File: src/rtl/periph_bus_initiator.sv
// periph_bus_initiator
//   Bus initiator for the peripheral register bus. Read/write commands arrive
//   on a valid/ready request port and wait in a small FIFO. Each command is
//   then driven onto the bus (we_o/addr_o/data_o) using the responder's read
//   timing. The write ack or the read data goes back, in command order, on a
//   valid/ready response port. Only one command is on the bus at a time.
//
// Ports
//   clk, rst_n                     clock, synchronous active-low reset
//   req_valid_i / req_ready_o      command handshake
//   req_we_i, req_addr_i, req_data_i  command type, address, write data
//   rsp_valid_o / rsp_ready_i      response handshake
//   rsp_we_o, rsp_data_o           echoed type, read data or echoed write data
//   we_o, addr_o, data_o           bus toward the responder
//   data_i                         registered read data from the responder

module periph_bus_initiator #(
    parameter int unsigned FIFO_DEPTH = 4,
    parameter int unsigned READ_LAT   = 1,
    parameter logic [31:0] IDLE_ADDR  = 32'h0
) (
    input  logic        clk,
    input  logic        rst_n,
    input  logic        req_valid_i,
    output logic        req_ready_o,
    input  logic        req_we_i,
    input  logic [31:0] req_addr_i,
    input  logic [31:0] req_data_i,
    output logic        rsp_valid_o,
    input  logic        rsp_ready_i,
    output logic        rsp_we_o,
    output logic [31:0] rsp_data_o,
    output logic        we_o,
    output logic [31:0] addr_o,
    output logic [31:0] data_o,
    input  logic [31:0] data_i
);

    localparam int unsigned PTR_W = $clog2(FIFO_DEPTH);
    localparam int unsigned CNT_W = $clog2(FIFO_DEPTH + 1);
    localparam int unsigned LAT_W = $clog2(READ_LAT + 1);

    typedef struct packed {
        logic        we;
        logic [31:0] addr;
        logic [31:0] data;
    } cmd_t;

    typedef enum logic [1:0] {
        IDLE    = 2'd0,
        WRITE   = 2'd1,
        RD_WAIT = 2'd2,
        RSP     = 2'd3
    } state_t;

    cmd_t               fifo_q [FIFO_DEPTH];
    cmd_t               fifo_d [FIFO_DEPTH];
    logic [PTR_W-1:0]   wr_ptr_q, wr_ptr_d;
    logic [PTR_W-1:0]   rd_ptr_q, rd_ptr_d;
    logic [CNT_W-1:0]   count_q, count_d;

    state_t             state_q, state_d;
    logic [LAT_W-1:0]   lat_cnt_q, lat_cnt_d;
    logic               we_q, we_d;
    logic [31:0]        addr_q, addr_d;
    logic [31:0]        data_q, data_d;
    logic               rsp_valid_q, rsp_valid_d;
    logic               rsp_we_q, rsp_we_d;
    logic [31:0]        rsp_data_q, rsp_data_d;

    logic               full;
    logic               empty;
    logic               push;
    logic               pop;
    cmd_t               head;

    // Fullness comes from the registered count only, so a pop in the same
    // cycle never opens room for a push while the FIFO is full.
    assign full  = (count_q == CNT_W'(FIFO_DEPTH));
    assign empty = (count_q == '0);
    assign push  = req_valid_i && !full;
    assign pop   = (state_q == IDLE) && !empty;
    assign head  = fifo_q[rd_ptr_q];

    // FIFO storage, pointers and occupancy. Pointers wrap naturally because
    // the depth is a power of two.
    always_comb begin
        fifo_d   = fifo_q;
        wr_ptr_d = wr_ptr_q;
        rd_ptr_d = rd_ptr_q;
        count_d  = count_q;
        if (push) begin
            fifo_d[wr_ptr_q] = {req_we_i, req_addr_i, req_data_i};
            wr_ptr_d         = wr_ptr_q + PTR_W'(1);
        end
        if (pop) begin
            rd_ptr_d = rd_ptr_q + PTR_W'(1);
        end
        case ({push, pop})
            2'b10:   count_d = count_q + CNT_W'(1);
            2'b01:   count_d = count_q - CNT_W'(1);
            default: count_d = count_q;
        endcase
    end

    // Bus sequencing. Every bus and response output is a register loaded
    // here, so outputs change only on clock edges and hold while stalled.
    always_comb begin
        state_d     = state_q;
        lat_cnt_d   = lat_cnt_q;
        we_d        = we_q;
        addr_d      = addr_q;
        data_d      = data_q;
        rsp_valid_d = rsp_valid_q;
        rsp_we_d    = rsp_we_q;
        rsp_data_d  = rsp_data_q;
        unique case (state_q)
            IDLE: begin
                if (pop) begin
                    we_d      = head.we;
                    addr_d    = head.addr;
                    data_d    = head.we ? head.data : 32'h0;
                    lat_cnt_d = '0;
                    state_d   = head.we ? WRITE : RD_WAIT;
                end else begin
                    we_d   = 1'b0;
                    addr_d = IDLE_ADDR;
                end
            end
            WRITE: begin
                we_d        = 1'b0;
                addr_d      = IDLE_ADDR;
                rsp_valid_d = 1'b1;
                rsp_we_d    = 1'b1;
                rsp_data_d  = data_q;
                state_d     = RSP;
            end
            RD_WAIT: begin
                // The address stays on the bus for READ_LAT+1 cycles; data_i
                // is sampled on the last of them.
                if (lat_cnt_q == LAT_W'(READ_LAT)) begin
                    addr_d      = IDLE_ADDR;
                    rsp_valid_d = 1'b1;
                    rsp_we_d    = 1'b0;
                    rsp_data_d  = data_i;
                    state_d     = RSP;
                end else begin
                    lat_cnt_d = lat_cnt_q + LAT_W'(1);
                end
            end
            RSP: begin
                if (rsp_ready_i) begin
                    rsp_valid_d = 1'b0;
                    state_d     = IDLE;
                end
            end
            default: begin
                state_d = IDLE;
            end
        endcase
    end

    // FIFO payload needs no reset; entries are read only after being pushed.
    always_ff @(posedge clk) begin
        fifo_q <= fifo_d;
    end

    // Control and output registers. Reset mid-operation abandons the bus
    // cycle and drops any pending response.
    always_ff @(posedge clk) begin
        if (!rst_n) begin
            wr_ptr_q    <= '0;
            rd_ptr_q    <= '0;
            count_q     <= '0;
            state_q     <= IDLE;
            lat_cnt_q   <= '0;
            we_q        <= 1'b0;
            addr_q      <= IDLE_ADDR;
            data_q      <= 32'h0;
            rsp_valid_q <= 1'b0;
            rsp_we_q    <= 1'b0;
            rsp_data_q  <= 32'h0;
        end else begin
            wr_ptr_q    <= wr_ptr_d;
            rd_ptr_q    <= rd_ptr_d;
            count_q     <= count_d;
            state_q     <= state_d;
            lat_cnt_q   <= lat_cnt_d;
            we_q        <= we_d;
            addr_q      <= addr_d;
            data_q      <= data_d;
            rsp_valid_q <= rsp_valid_d;
            rsp_we_q    <= rsp_we_d;
            rsp_data_q  <= rsp_data_d;
        end
    end

    assign req_ready_o = !full;
    assign rsp_valid_o = rsp_valid_q;
    assign rsp_we_o    = rsp_we_q;
    assign rsp_data_o  = rsp_data_q;
    assign we_o        = we_q;
    assign addr_o      = addr_q;
    assign data_o      = data_q;

endmodule
File: config.mk
export PLATFORM = sky130hd
export DESIGN_NAME = periph_bus_initiator
export DESIGN_NICKNAME = d
export VERILOG_FILES = /design/src/rtl/periph_bus_initiator.sv
export SDC_FILE = /design/constraint.sdc
export NUM_CORES = 1
export LEC_CHECK = 0
export CORE_ASPECT_RATIO = 0.6
export CORE_MARGIN = 10
export CORE_UTILIZATION = 38
export CTS_CLUSTER_SIZE = 30
export DETAILED_ROUTE_END_ITERATION = 10
export PLACE_DENSITY = 0.66
export SLEW_MARGIN = 20
export SYNTH_ARGS = -nofsm -noshare
export SYNTH_HDL_FRONTEND = slang
export SYNTH_SLANG_ARGS = --single-unit
File: constraint.sdc
create_clock -name clk -period 2.4 [get_ports clk]
set_input_delay 0.24 -clock clk [delete_from_list [all_inputs] [get_ports clk]]
set_output_delay 0.24 -clock clk [all_outputs]
set_load 0.005 [all_outputs]
; ---- Word level (Yosys, flattened, before mapping)
; Index checks and enable logic that the tools add are counted.
; W data, S select, Z words.
[op_classes]
eq_ne = 9
reduce_logical = 19
n_lt_le_gt_ge = 3
n_addsub = 5
muxes = 28
bitwise = 2
[op_table]
columns = operator, count
row1 = $bwmux W260, 1
row2 = $mux W65, 3
row3 = $bmux W65 S2, 1
row4 = $demux W65 S2, 1
row5 = $mux W32, 4
row6 = $pmux W32 S3, 1
row7 = $pmux W32 S2, 1
row8 = $mux W2, 4
row9 = $pmux W2 S4, 1
row10 = $reduce_and A2 Y1, 4
row11 = $reduce_bool A2 Y1, 4
row12 = $eq A2 B2 Y1 const B, 3
row13 = $ge A3 B3 Y1 const B, 2
row14 = $mux W1, 6
row15 = $ne A2 B2 Y1 const B, 3
row16 = $not A2 Y3, 2
row17 = $pmux W1 S2, 3
row18 = $pmux W3 S2, 1
row19 = $reduce_and A3 Y1, 2
row20 = $reduce_bool A3 Y1, 2
row21 = $add A2 B1 Y2 const B, 2
row22 = $eq A2 B1 Y1 const B, 2
row23 = $add A3 B1 Y3 const B, 1
row24 = $eq A3 B3 Y1 const B, 1
row25 = other kinds (8), 11
[totals]
output_inout_bits = 100
wordCells = 89
regBits = 369
inputBits = 101

; ---- Logic depth before layout (Yosys ltp)
[depth]
ltp_word = 7
depth_mapped = 10
mapped_depth_nobuf = 10

; ---- Worst setup path before layout
; Ideal clock, no wire load.
[synth_timing]
kind = register -> register
from = reg count_q[0]
to = reg fifo_q[0] in the netlist's numbering, enable pin
n_path_buf = 0
synth_period_minus_slack_ps = 2615
required_time_ps = 1970
setup_ps = 430
arrival_time_ps = 2184
stages_incl_launch_ff = 3
slack_ps = -215
path_cell_list = dfxtp_1 > or3b_1 > and3_1
[synth_via]
elab_chain_len = 3
[synth_lines]
columns = item, line_no
row1 = start: declaration, 60  ; logic [CNT_W-1:0] count_q, count_d;
row2 = start signal: assignment, 186  ; count_q <= count_d;
row3 = $eq A3 B3 Y1, 79  ; assign full = (count_q == CNT_W'(FIFO_DEPTH));
row4 = $logic_not A1 Y1, n/a
row5 = named net req_ready_o, 25  ; output logic req_ready_o,
row6 = $logic_and A1 B1 Y1, 81  ; assign push = req_valid_i && !full;
row7 = end signal: assignment, 165  ; fifo_q <= fifo_d;
row8 = end: declaration, 56  ; cmd_t fifo_q [FIFO_DEPTH];
; The timed path passes the listed nets, and every way through them passes these cells.
; A chain may end at the register's enable or synchronous reset.

; ---- Worst setup path after layout
[layout_timing]
from = reg count_q[2]
to = reg count_q[2]
[layout_via]
elab_chain_len = 5
elab_cells_between_ends = 12
cone_classes = 2 x add/sub / 3 x eq/ne / 1 x mux / 6 x reduce/logical
[layout_lines]
columns = item, line_no
row1 = $eq A3 B3 Y1 / $logic_not A3 Y1 (equally long branches), "79, 80"
row2 = "$logic_not A1 Y1, on equally long branches", "81, 82"
row3 = "$logic_and A1 B1 Y1, on equally long branches", "81, 82"
row4 = $eq A2 B1 Y1 / $eq A2 B2 Y1 (equally long branches), 99  ; case ({push, pop})
row5 = $pmux W3 S2 / $reduce_bool A2 Y1 (equally long branches), n/a
; Parallel ways exist; a longest one is shown, timed or not.

==> run summary <==
critical-path maximum fanout: 5
Tot Pwr: 19.4 mW
synthesis-to-layout area growth: 29.2%
CP startpoint kind: flop
Mapped Avg Cell Area: 18.0 sq um
Worst EP required: 2.84 ns
hold depth: 1
Worst IR Drop VDD: 0.000891 V
Synth Net Count: 862
GRT Util Overall: 0.142
Sw Ratio: 0.280
final WL: 31400 microns
# rows: 53
DPL Wire Length: 20400 microns
Final nets: 1080
Initial Util: 0.386
area taken by multi-input logic gates: 3320 sq um
CTS tree: yes
Fin. Hold Viols: 0
IO Port Bufs: 200
Switch Pwr: 5.44 mW
Max Root-Sink Buffers: 3
outcome: finished, final reports clean
layout cells sized above 1: 0.161
EDFF count, synth: 260
most common cell after layout, fill and taps aside: edfxtp_1
DIE WIDTH: 264 microns
Clock Sinks: 369
setup violators final: 0
Mapped Area: 13500 sq um
top_reg_cell synth: edfxtp_1
Fin Clk Skew: 0.0270 ns
Boundary Pins: 201
clock share of power: 0.285
cells along the critical path: or3b_1, and2_1, inv_2, ha_4, inv_1, fa_1, xor2_1, or3_1, a21oi_1
Sequential Area: 10000 sq um
commonest cells after routing, fill and taps aside: edfxtp_1 (260), clkdlybuf4s50_1 (200), dfxtp_1 (106)
Iteration-0 DRC Markers: 437
Synth top area share: 0.577
Slew Viols, Final: 0
Clk Latency, worst-skew pair: 0.53 ns
clock root cell: clkbuf_16
die footprint: 43800 sq um
Leakage: 5.67 nW
Hold WC Path Type: in2reg
largest net degree at the start of global routing: 49
Yosys cell types: 38
Residual DRC: 0
placer congestion estimate: 0.778
vias: 7428
Setup Buffers After CTS: 0
Tcrit/Tclk final: 0.948
initial antenna violation count: 4
Period minus WS final: 2.27 ns
DR pass1 iterations: 5
H-tree depth: 2
core area: 35100 sq um
largest cells by area after synthesis: edfxtp_1 (58%), dfxtp_1 (16%), mux4_2 (11%)
sequential share of power: 0.432
Remaining Overflow, GRT: 0
unrepaired setup endpoints after global routing: no
DR WL/cell: 21.4 microns
Slew @ Worst Pin: 0.814 ns
critical path class: reg2reg
asr flop ratio synth: 0
CP arrival: 2.72 ns
sequential area share after synthesis: 0.739
PwrDens: 1110 nW/um^2
hold_buf cts: 0
crit path max-delay cell type: fa_1
Via density: 5.06
CTS buffer count: 36
max_cap viols: 0
cells on worst reg2reg path: 9
Pint: 14.0 mW
die height: 166 microns
nature of the critical path endpoint: flop
TNS Setup: 0 ns
fillcell total: 2900
Max transition margin: 0.457
Syn Inst Count: 750
vias in the first global route: 7843
clk slew on worst S/H paths: 0.06 ns
Routed Antenna Nets: 0
CP max stage delay: 0.38 ns
Final Util: 0.498
Synth Warn #: 0
#FFs+latches synth: 369
area leader, netlist: edfxtp_1
Combinational Power Share: 0.283
Max Clk Rate: 0.440 GHz
first-pass GRT wire length: 48800 microns
cell type report:
cell class	count	share of cell area
Antenna cell	4	0.000573
Clock buffer	57	0.0596
Clock inverter	9	0.00673
Inverter	11	0.00244
Multi-Input combinational cell	323	0.190
Sequential cell	369	0.572
Tap cell	467	0.0334
Timing Repair Buffer	227	0.135
synth_stat cells, types with 2 or more instances:
cell / count
a211oi_1: 33
a21oi_1: 5
a22o_1: 32
a22oi_1: 32
and2_1: 2
and3_1: 4
buf_1: 3
buf_2: 16
buf_4: 2
buf_6: 4
clkbuf_1: 22
dfxtp_1: 109
edfxtp_1: 260
ha_1: 10
inv_1: 10
mux2i_1: 32
mux4_2: 65
nand2_1: 8
nor2_1: 72
nor2b_1: 3
nor3_1: 3
o21ai_0: 4
xnor2_1: 2
xor2_1: 3
logic make-up (layout without fill, tap and decap cells):
logic type                 count (synthesis)  in the layout  share of synthesized area
DFF                                      369            369                      0.739
muxes                                     97             97                      0.132
AOI/OAI and AO/OA                        112            112                     0.0638
xor gates and xnor gates                   5              5                    0.00324
buffers and inverters                     58            304                     0.0204
adders and majority gates                 11             11                     0.0107
other                                      0              4                          0
and+or+nand+nor                           98             98                     0.0313
worst paths after layout:
path / slack (ns) / start / endpoint
hold reg to reg: 0.50 / rsp_data_o[11]$_SDFFE_PN0P_ / rsp_data_o[11]$_SDFFE_PN0P_
setup / recovery: 0.13 / count_q[2]$_SDFFE_PN0P_ / count_q[2]$_SDFFE_PN0P_
setup reg to reg: 0.13 / count_q[2]$_SDFFE_PN0P_ / count_q[2]$_SDFFE_PN0P_
hold / removal: 0.34 / req_addr_i[7] / fifo_q[104]$_DFFE_PP_
layer usage:
metal | GRT usage | routed length, microns
met5 | 0 | 0
met3 | 0.0413 | 2310
met4 | 0.0341 | 561
met2 | 0.221 | 14500
met1 | 0.192 | 14000
power groups by stage:
| stage | Sequential (mW) | Clock [mW] | Combinational (mW) |
|---|---|---|---|
| after CTS | 8.39 | 5.72 | 5.59 |
| after detailed placement | 8.51 | 0 | 5.56 |
| final | 8.38 | 5.53 | 5.50 |
| after global placement | 8.47 | 0 | 5.51 |
| after global routing | 8.49 | 5.99 | 5.99 |
| after floorplan | 8.41 | 0 | 3.21 |
repair_timing:
action	4_1_cts	5_1_grt
setup endpoints to repair	1	1
gates cloned	0	0
gates resized for setup	1	3
pin swaps	0	1
through the flow:
stage	cells	hold WS [ns]	setup WS (ns)	instance area (sq um)
final	1467	0.343	0.125	17500
after global routing	1463	0.336	0.0529	17500
after detailed placement	1397	0.492	0.00937	16300
after global placement	1397	0.486	0.0863	16300
after floorplan	750	0.339	0.128	13500
after CTS	1463	0.307	0.0286	17400
registers in the layout, indices dropped and copies added (netlist names):
| signal | count |
|---|---|
| wr_ptr_q | 2 |
| count_q | 3 |
| lat_cnt_q | 1 |
| fifo_q | 260 |
| rsp_valid_o | 1 |
| state_q | 2 |
| rsp_data_o | 32 |
| rsp_we_o | 1 |
| we_o | 1 |
| data_o | 32 |
| rd_ptr_q | 2 |
| addr_o | 32 |
worst max-delay path, delay by kind of cell, from the launching register on:
| kind | cells | cell delay (ns) |
|---|---|---|
| simple gates | 3 | 0.89 |
| fa+ha+maj | 2 | 0.52 |
| flops | 1 | 0.36 |
| xor+xnor | 1 | 0.16 |
| compound gates | 1 | 0.14 |
| buf+inv | 2 | 0.13 |
No activity file was read; power rests on OpenSTA's default activity.
